`src/rtl/env_code_encoder_if.sv`:
```
// Handshake and result bundle for env_code_encoder.
// slave: the encoder side; master: the producer/consumer driving it.
interface env_code_encoder_if;
  logic        in_valid;
  logic        in_ready;
  logic [18:0] in_value;
  logic        out_valid;
  logic        out_ready;
  logic [7:0]  out_byte;
  logic        out_last;
  logic [3:0]  param;
  logic        underflow;

  modport slave (
    input  in_valid, in_value, out_ready,
    output in_ready, out_valid, out_byte, out_last, param, underflow
  );

  modport master (
    output in_valid, in_value, out_ready,
    input  in_ready, out_valid, out_byte, out_last, param, underflow
  );
endinterface

```
`src/rtl/env_code_encoder.sv`:
```
// Linear 19-bit envelope value -> {shift param, 13-bit mantissa (implied one)}.
// The mantissa is emitted as two ROM bytes, low byte first.
// Optional rounding in PACK: define ENV_ENC_ROUND_EN (default: truncation, no adder).
module env_code_encoder #(
  parameter int SCAN_INIT = 11
) (
  input  logic            clk,
  input  logic            rst,
  env_code_encoder_if.slave bus
);

  localparam logic [2:0] S_IDLE  = 3'd0;
  localparam logic [2:0] S_SCAN  = 3'd1;
  localparam logic [2:0] S_PACK  = 3'd2;
  localparam logic [2:0] S_SEND0 = 3'd3;
  localparam logic [2:0] S_SEND1 = 3'd4;

  logic [2:0]  state_q, state_d;
  logic [18:0] w_q, w_d;
  logic [3:0]  cnt_q, cnt_d;
  logic [12:0] m_q, m_d;
  logic [3:0]  p_q, p_d;
  logic        uf_q, uf_d;
`ifdef ENV_ENC_ROUND_EN
  logic [13:0] m_rnd;
`endif

  // Outputs decode straight from state so nothing moves while a byte is held.
  always_comb begin
    bus.in_ready  = (state_q == S_IDLE);
    bus.out_valid = (state_q == S_SEND0) || (state_q == S_SEND1);
    bus.out_last  = (state_q == S_SEND1);
    bus.out_byte  = 8'h00;
    if (state_q == S_SEND0) bus.out_byte = m_q[7:0];
    if (state_q == S_SEND1) bus.out_byte = {3'b000, m_q[12:8]};
    bus.param     = p_q;
    bus.underflow = uf_q;
  end

  // Next-state: normalise by left shifts, one decision per cycle.
  always_comb begin
    state_d = state_q;
    w_d     = w_q;
    cnt_d   = cnt_q;
    m_d     = m_q;
    p_d     = p_q;
    uf_d    = uf_q;
`ifdef ENV_ENC_ROUND_EN
    m_rnd   = {1'b0, w_q[17:5]} + {13'd0, w_q[4]};
`endif
    case (state_q)
      S_IDLE: begin
        if (bus.in_valid) begin
          w_d     = bus.in_value;
          cnt_d   = SCAN_INIT[3:0];
          state_d = S_SCAN;
        end
      end
      S_SCAN: begin
        if (w_q[18]) begin
          p_d     = cnt_q;
          state_d = S_PACK;
        end else if (cnt_q == 4'd0) begin
          // Below 128: no representable leading one; decodes to zero.
          uf_d    = 1'b1;
          p_d     = 4'd12;
          m_d     = 13'd0;
          state_d = S_SEND0;
        end else begin
          w_d   = {w_q[17:0], 1'b0};
          cnt_d = cnt_q - 4'd1;
        end
      end
      S_PACK: begin
`ifdef ENV_ENC_ROUND_EN
        if (m_rnd[13]) begin
          // Carry out of the mantissa bumps the exponent; top exponent saturates.
          if (p_q == 4'd11) begin
            m_d = 13'h1FFF;
          end else begin
            m_d = 13'd0;
            p_d = p_q + 4'd1;
          end
        end else begin
          m_d = m_rnd[12:0];
        end
`else
        m_d = w_q[17:5];
`endif
        state_d = S_SEND0;
      end
      S_SEND0: begin
        if (bus.out_ready) state_d = S_SEND1;
      end
      S_SEND1: begin
        if (bus.out_ready) begin
          uf_d    = 1'b0;
          state_d = S_IDLE;
        end
      end
      default: state_d = S_IDLE;
    endcase
  end

  // State registers; async reset aborts any transfer in flight.
  always_ff @(posedge clk or posedge rst) begin
    if (rst) begin
      state_q <= S_IDLE;
      w_q     <= '0;
      cnt_q   <= '0;
      m_q     <= '0;
      p_q     <= '0;
      uf_q    <= 1'b0;
    end else begin
      state_q <= state_d;
      w_q     <= w_d;
      cnt_q   <= cnt_d;
      m_q     <= m_d;
      p_q     <= p_d;
      uf_q    <= uf_d;
    end
  end

endmodule
```
`src/flat_wrapper.sv`:
```
// flat-port wrapper written by rule: the top's interface ports become plain ports
module env_code_encoder_flat 
#(
  parameter int SCAN_INIT = 11
)
  (clk, rst, bus_in_valid, bus_in_value, bus_out_ready, bus_in_ready, bus_out_valid, bus_out_byte, bus_out_last, bus_param, bus_underflow);
  env_code_encoder_if bus_i ();
  input  logic clk;
  input  logic rst;
  input wire logic [$bits(bus_i.in_valid)-1:0] bus_in_valid;
  input wire logic [$bits(bus_i.in_value)-1:0] bus_in_value;
  input wire logic [$bits(bus_i.out_ready)-1:0] bus_out_ready;
  output wire logic [$bits(bus_i.in_ready)-1:0] bus_in_ready;
  output wire logic [$bits(bus_i.out_valid)-1:0] bus_out_valid;
  output wire logic [$bits(bus_i.out_byte)-1:0] bus_out_byte;
  output wire logic [$bits(bus_i.out_last)-1:0] bus_out_last;
  output wire logic [$bits(bus_i.param)-1:0] bus_param;
  output wire logic [$bits(bus_i.underflow)-1:0] bus_underflow;
  assign bus_i.in_valid = bus_in_valid;
  assign bus_i.in_value = bus_in_value;
  assign bus_i.out_ready = bus_out_ready;
  assign bus_in_ready = bus_i.in_ready;
  assign bus_out_valid = bus_i.out_valid;
  assign bus_out_byte = bus_i.out_byte;
  assign bus_out_last = bus_i.out_last;
  assign bus_param = bus_i.param;
  assign bus_underflow = bus_i.underflow;
  env_code_encoder #(.SCAN_INIT(SCAN_INIT)) u_core (.clk(clk), .rst(rst), .bus(bus_i));
endmodule
```
`config.mk`:
```
export PLATFORM = sky130hd
export DESIGN_NAME = env_code_encoder_flat
export DESIGN_NICKNAME = d
export VERILOG_FILES = /design/src/rtl/env_code_encoder_if.sv /design/src/rtl/env_code_encoder.sv /design/src/flat_wrapper.sv
export SDC_FILE = /design/constraint.sdc
export NUM_CORES = 1
export LEC_CHECK = 0
export ABC_CLOCK_PERIOD_IN_PS = 1900
export BUFFER_PORTS_ARGS = -buffer_cell sky130_fd_sc_hd__buf_4
export CELL_PAD_IN_SITES_DETAIL_PLACEMENT = 2
export CELL_PAD_IN_SITES_GLOBAL_PLACEMENT = 2
export CORE_MARGIN = 2
export CORE_UTILIZATION = 34
export DETAILED_ROUTE_END_ITERATION = 7
export PLACE_DENSITY = 0.81
export SLEW_MARGIN = 10
export SYNTH_ARGS = -nofsm -noshare
export SYNTH_HDL_FRONTEND = slang
export SYNTH_SLANG_ARGS = --single-unit
```
`constraint.sdc`:
```
create_clock -name clk -period 1.9 [get_ports clk]
set_input_delay 0.19 -clock clk [delete_from_list [all_inputs] [get_ports clk]]
set_output_delay 0.19 -clock clk [all_outputs]
set_load 0.005 [all_outputs]
```
[Word level (Yosys, flattened, before mapping)]
Cells that the tools add are included.
W data, S select, Z words.
Word-level totals
  register bits: 44
  word-level logic and storage cells: 57
  memories kept: 0
  bits in latches: 0
  bits in read-only memories: 0
  bits in writable memories: 0
Operators by class
  bitwise logic cells: 0
  $lt $le $gt $ge: 0
  mux-type cells: 25
  shifts and indexed selects: 0
  equality and inequality tests: 11
  div/mod/pow operators: 0
  reductions and logical operators: 13
  $mul: 0
  add/sub/neg operators: 1
Operators with widths (number)
  $mux W19: 3
  $pmux W19 S2: 1
  $mux W13: 2
  $pmux W13 S2: 1
  $mux W4: 5
  $mux W8: 2
  $mux W3: 5
  $pmux W3 S5: 1
  $reduce_and A4 Y1: 3
  $ne A2 B2 Y1 const B: 5
  $pmux W4 S2: 1
  $reduce_bool A2 Y1: 4
  $eq A3 B2 Y1 const B: 2
  $logic_not A4 Y1: 1
  $reduce_and A2 Y1: 2
  $sub A4 B1 Y4 const B: 1
  $eq A3 B1 Y1 const B: 1
  $eq A3 B3 Y1 const B: 1
  $logic_not A3 Y1: 1
  $mux W1: 3
  $ne A3 B1 Y1 const B: 1
  $reduce_and A3 Y1: 1
  $ne A2 B1 Y1 const B: 1
  $pmux W1 S2: 1
  $logic_or A1 B1 Y1: 1

[Depth between registers and ports, before layout]
  depth after elaboration: 4
  depth in mapped cells: 9
  mapped depth without buffers: 6

[Worst setup path after synthesis]
OpenSTA, ideal clock, no wires.
  path kind: register to register
  start point: reg u_core.cnt_q[0]
  end point: reg u_core.cnt_q[0]
  path slack: 0.174 ns
  cell stages (with the launch flop): 9
  arrival: 1.600 ns
  required time: 1.774 ns
  path through: dfrtp_1 -> inv_1 -> ha_1 -> or3b_1 -> buf_6 -> a31oi_4 -> buf_6 -> buf_12 -> mux2i_1
On the way
  cells in the longest elaborated chain, start to end: 4
RTL lines
  from (decl): line env_code_encoder.sv:20  | logic [3:0] cnt_q, cnt_d;
  from (signal assigned): line env_code_encoder.sv:117  | cnt_q <= cnt_d;
  $sub A4 B1 Y4: line env_code_encoder.sv:71  | cnt_d = cnt_q - 4'd1;
  $mux W4: line env_code_encoder.sv:63  | end else if (cnt_q == 4'd0) begin
  $mux W4: line env_code_encoder.sv:60  | if (w_q[18]) begin
  $pmux W4 S2: line env_code_encoder.sv:51  | case (state_q)
Several ways; a longest one is shown, not always the timed one. The select of a mux whose other input is x is not followed.
A chain may end at the register's enable or synchronous reset.

[Worst setup path in the final report]
  start point: reg u_core.cnt_q[1]
  end point: reg u_core.w_q[11]
On the way
  cells in the longest elaborated chain, start to end: 3
RTL lines
  $logic_not A4 Y1: line env_code_encoder.sv:63
  $ne A2 B2 Y1 (no source line)
  $reduce_and A4 Y1 (no source line)
  to (signal assigned): line env_code_encoder.sv:116  | w_q <= w_d;
  to (decl): line env_code_encoder.sv:19  | logic [18:0] w_q, w_d;
No other way between the ends.

==> flow_metrics.py <==
metrics = {
    "drt": {
        "wire_per_inst_um": 18.6,
        "wl_um": 6510,
        "postRouteAntennaNets": 0,
        "via_per_inst": 5.29,
        "firstDrtPassIters": 4,
        "dr_total_vias": 1851,
        "remaining_routing_drc_violations": 0,
        "drt_iter0_markers": 58,
    },
    "clock_tree": {
        "maximum_number_of_buffers_from_clock_root_to_sink": 2,
        "cts.htree.levels": 2,
        "cts-hold-fix-buffers": 0,
        "cts_buffers": 5,
        "clock_root_buffer_master": "clkbuf_8",
        "cts_num_sinks": 44,
        "tritoncts_clock_tree": "yes",
        "clock_latency_ps": 300,
        "path_clk_slew_ps": 90,
    },
    "synth": {
        "synth_top_area_cell": "dfrtp_1",
        "synthSimpleGateAreaFrac_pct": 23.8,
        "synth.ff_latch_count": 44,
        "synth-compound-area-share_pct": 17.6,
        "netlist_area_pre_place_um2": 2130,
        "netlist-cell-type-count": 39,
        "synth.top_cells.by_area": "dfrtp_1, nand2_1, a22oi_1, o21ai_0, nand2_2",
        "syn-mean-instance-area_um2": 9.67,
        "total_nets_after_synthesis": 245,
        "combinational_family_with_the_most_area_after_synthesis": "simple AND/OR/NAND/NOR gates",
        "synthDominantCellAreaShare_pct": 51.8,
        "yosys.area_share.adder_pct": 1.18,
        "synthMuxAreaShare_pct": 0.471,
        "synth_xor_area_share_pct": 0,
        "postSynthCellCount": 220,
        "post_synthesis_sequential_area_ratio_pct": 51.8,
        "ys_warn_count": 0,
    },
    "grt": {
        "antenna_violations_before_repair": 0,
        "first_global_vias": 1945,
        "grt_first_pass_wirelength_um": 10300,
        "grt_remaining_overflow": 0,
        "grt_usage_pct": 18.9,
        "largest_net_degree_at_the_start_of_global_routing": 45,
    },
    "sta": {
        "timing_hold_violations_final": 0,
        "layout_worst_path_cycle_share_pct": 96.9,
        "min_period_ps": 1840,
        "slew-limit-headroom_pct": 62.8,
        "fin_tns_setup_ps": 0,
        "slew_violations": 0,
        "timing.final.setup_violations": 0,
        "finalWorstSetupSlack_ps": 59.3,
        "tightest_slew_ps": 558,
        "fmaxAchievable_mhz": 543,
        "worst_clock_skew_ps": 6.15,
    },
    "pwr": {
        "p_switching_mw": 1.84,
        "power.share.clock_pct": 16.6,
        "cell_internal_pwr_mw": 2.71,
        "p_seq_share_pct": 37.6,
        "powerDensity_nw_per_um2": 1650,
        "leakage_nw": 1.33,
        "switching_part_of_the_total_pct": 40.5,
        "power.ir.vdd_worst_uv": 578,
        "power.combinational.fraction_pct": 45.8,
    },
    "place": {
        "gp_congestion": 0.791,
        "place_ws_ps": 90.3,
        "place.port_buffers": 38,
        "hpwlAfterDp_um": 4230,
    },
    "job": {
        "drv_cap": 0,
    },
    "layout": {
        "syn_to_final_growth_pct": 30.0,
        "fillCellCount": 655,
        "n_antenna_cell": 0,
        "final_net_count": 299,
        "multiInputGateArea_um2": 945,
        "final_layout_size_suffix_gt1_share_pct": 32.4,
        "ff_latch_area_um2": 1100,
    },
    "setup_path": {
        "r2r-start": "u_core.cnt_q[1]",
        "cp_max_fo": 5,
        "r2r_slack_ps": 60,
        "critical_path.startpoint_type": "flop",
        "r2r-end": "u_core.w_q[11]",
        "cp_data_required_time_ps": 2140,
        "reg2regPathDepth": 7,
        "timing.critical_path.to_type": "flop",
        "worst-setup-path-type": "reg2reg",
        "arrival_ps": 2080,
    },
    "hold_path": {
        "hp-class": "in2async",
    },
    "die": {
        "ios": 39,
        "horizontal_extent_of_the_die_um": 83.1,
        "num_rows": 28,
        "fp.coreArea_um2": 5990,
        "start_util_pct": 35.5,
        "die_area_um2": 6900,
        "die_height_um": 83.1,
    },
    "run_status": {
        "outcome": "complete, no violations",
    },
}
layout make-up:
type                            instances  area share (%)
Tap cell                               75            3.39
Clock inverter                          3            1.72
Clock buffer                            5            2.49
Sequential cell                        44            39.9
Timing Repair Buffer                   60            17.8
Inverter                                4           0.543
Multi-Input combinational cell        159            34.2
worst max-delay path by stage:
stage	cells past startpoint	slack, ps	endpoint	from
after CTS	4	6	bus_out_valid	u_core.state_q[0]
after global placement	7	170	u_core.cnt_q[2]	u_core.cnt_q[1]
after global routing	7	-10	u_core.w_q[11]	u_core.cnt_q[1]
final	7	60	u_core.w_q[11]	u_core.cnt_q[1]
after detailed placement	7	90	u_core.cnt_q[2]	u_core.cnt_q[1]
after floorplan	8	170	u_core.cnt_q[0]	u_core.cnt_q[0]
routing by layer:
metal | wire [um] | vias up | part of all wire (%) | GRT usage [%]
met5 | 0 | - | 0 | 0
met4 | 106 | 0 | 1.6 | 5.22
met3 | 225 | 10 | 3.5 | 3.78
met2 | 3370 | 38 | 52 | 32.0
met1 | 2800 | 926 | 43 | 24.5
li1 | - | 877 | - | -
cells in the mapped netlist (all sizes together):
library cell	n
or2	1
and3b	1
o32ai	1
a21o	1
o21ai	18
o22a	2
nor3b	4
nand3	1
a22oi	17
nand4b	1
nand3b	1
a31oi	3
a21oi	4
and2	3
nor3	5
dfrtp	44
inv	4
mux2i	1
nor4b	1
o31a	1
nand2	72
clkbuf	4
nor2	3
buf	10
a22o	5
nand2b	4
ha	2
or3b	3
o311a	1
a211oi	1
nand4	1
power groups by stage:
| stage | Sequential (mW) | Combinational [mW] | Clock [mW] |
|---|---|---|---|
| global route | 1.77 | 2.33 | 0.809 |
| CTS | 1.71 | 1.95 | 0.774 |
| detailed placement | 1.71 | 1.90 | 0 |
| floorplan | 1.59 | 1.25 | 0 |
| finish | 1.71 | 2.09 | 0.756 |
| global placement | 1.69 | 1.81 | 0 |
metrics by stage:
step           area [um2]  utilization, %  total power [mW]  instances  hold WS [ps]
2_1_floorplan        2130               -              2.84        220           303
4_1_cts              2690            44.9              4.43        343          57.7
3_5_place_dp         2570            42.8              3.61        335           393
6_report             2770            46.2              4.56        350          41.7
5_1_grt              2770            46.2              4.91        350          79.0
3_3_place_gp         2570            42.8              3.49        335           379
state kept, by name, indices dropped and copies added, names as in the netlist:
signal and count:
u_core.cnt_q 4, u_core.bus.underflow 1, u_core.m_q 13, u_core.bus.param 4, u_core.w_q 19, u_core.state_q 3
cell families (layout without fill, tap and decap cells):
family	after synthesis	count (layout)
muxes	1	1
adders and majority gates	2	2
buffers and inverters	18	72
AOI/OAI and AO/OA	54	54
DFF	44	44
and+or+nand+nor	101	102
cell usage in the layout (no fill, tap or decap), types with 4 or more instances in the layout:
cell type	count
a21oi_1	4
a22oi_1	17
clkbuf_8	5
nand2_2	9
buf_4	57
a22o_1	5
nand2_1	63
nand2b_1	4
o21ai_0	18
dfrtp_1	43
worst max-delay path: stages, from the launching register on:
cell and delay [ps]:
dfrtp_1 420, inv_2 80, ha_1 160, or3b_4 430
a31oi_4 330, buf_4 200, nand2_1 60, nand2_1 100
repair_timing:
action / CTS / global route
gates resized for setup: 3 / 2
buffers inserted: 0 / 5
cloned: 0 / 2
pin swaps: 0 / 2
endpoints found under the setup margin: 10 / 7
(Power assumes the default switching activity.)
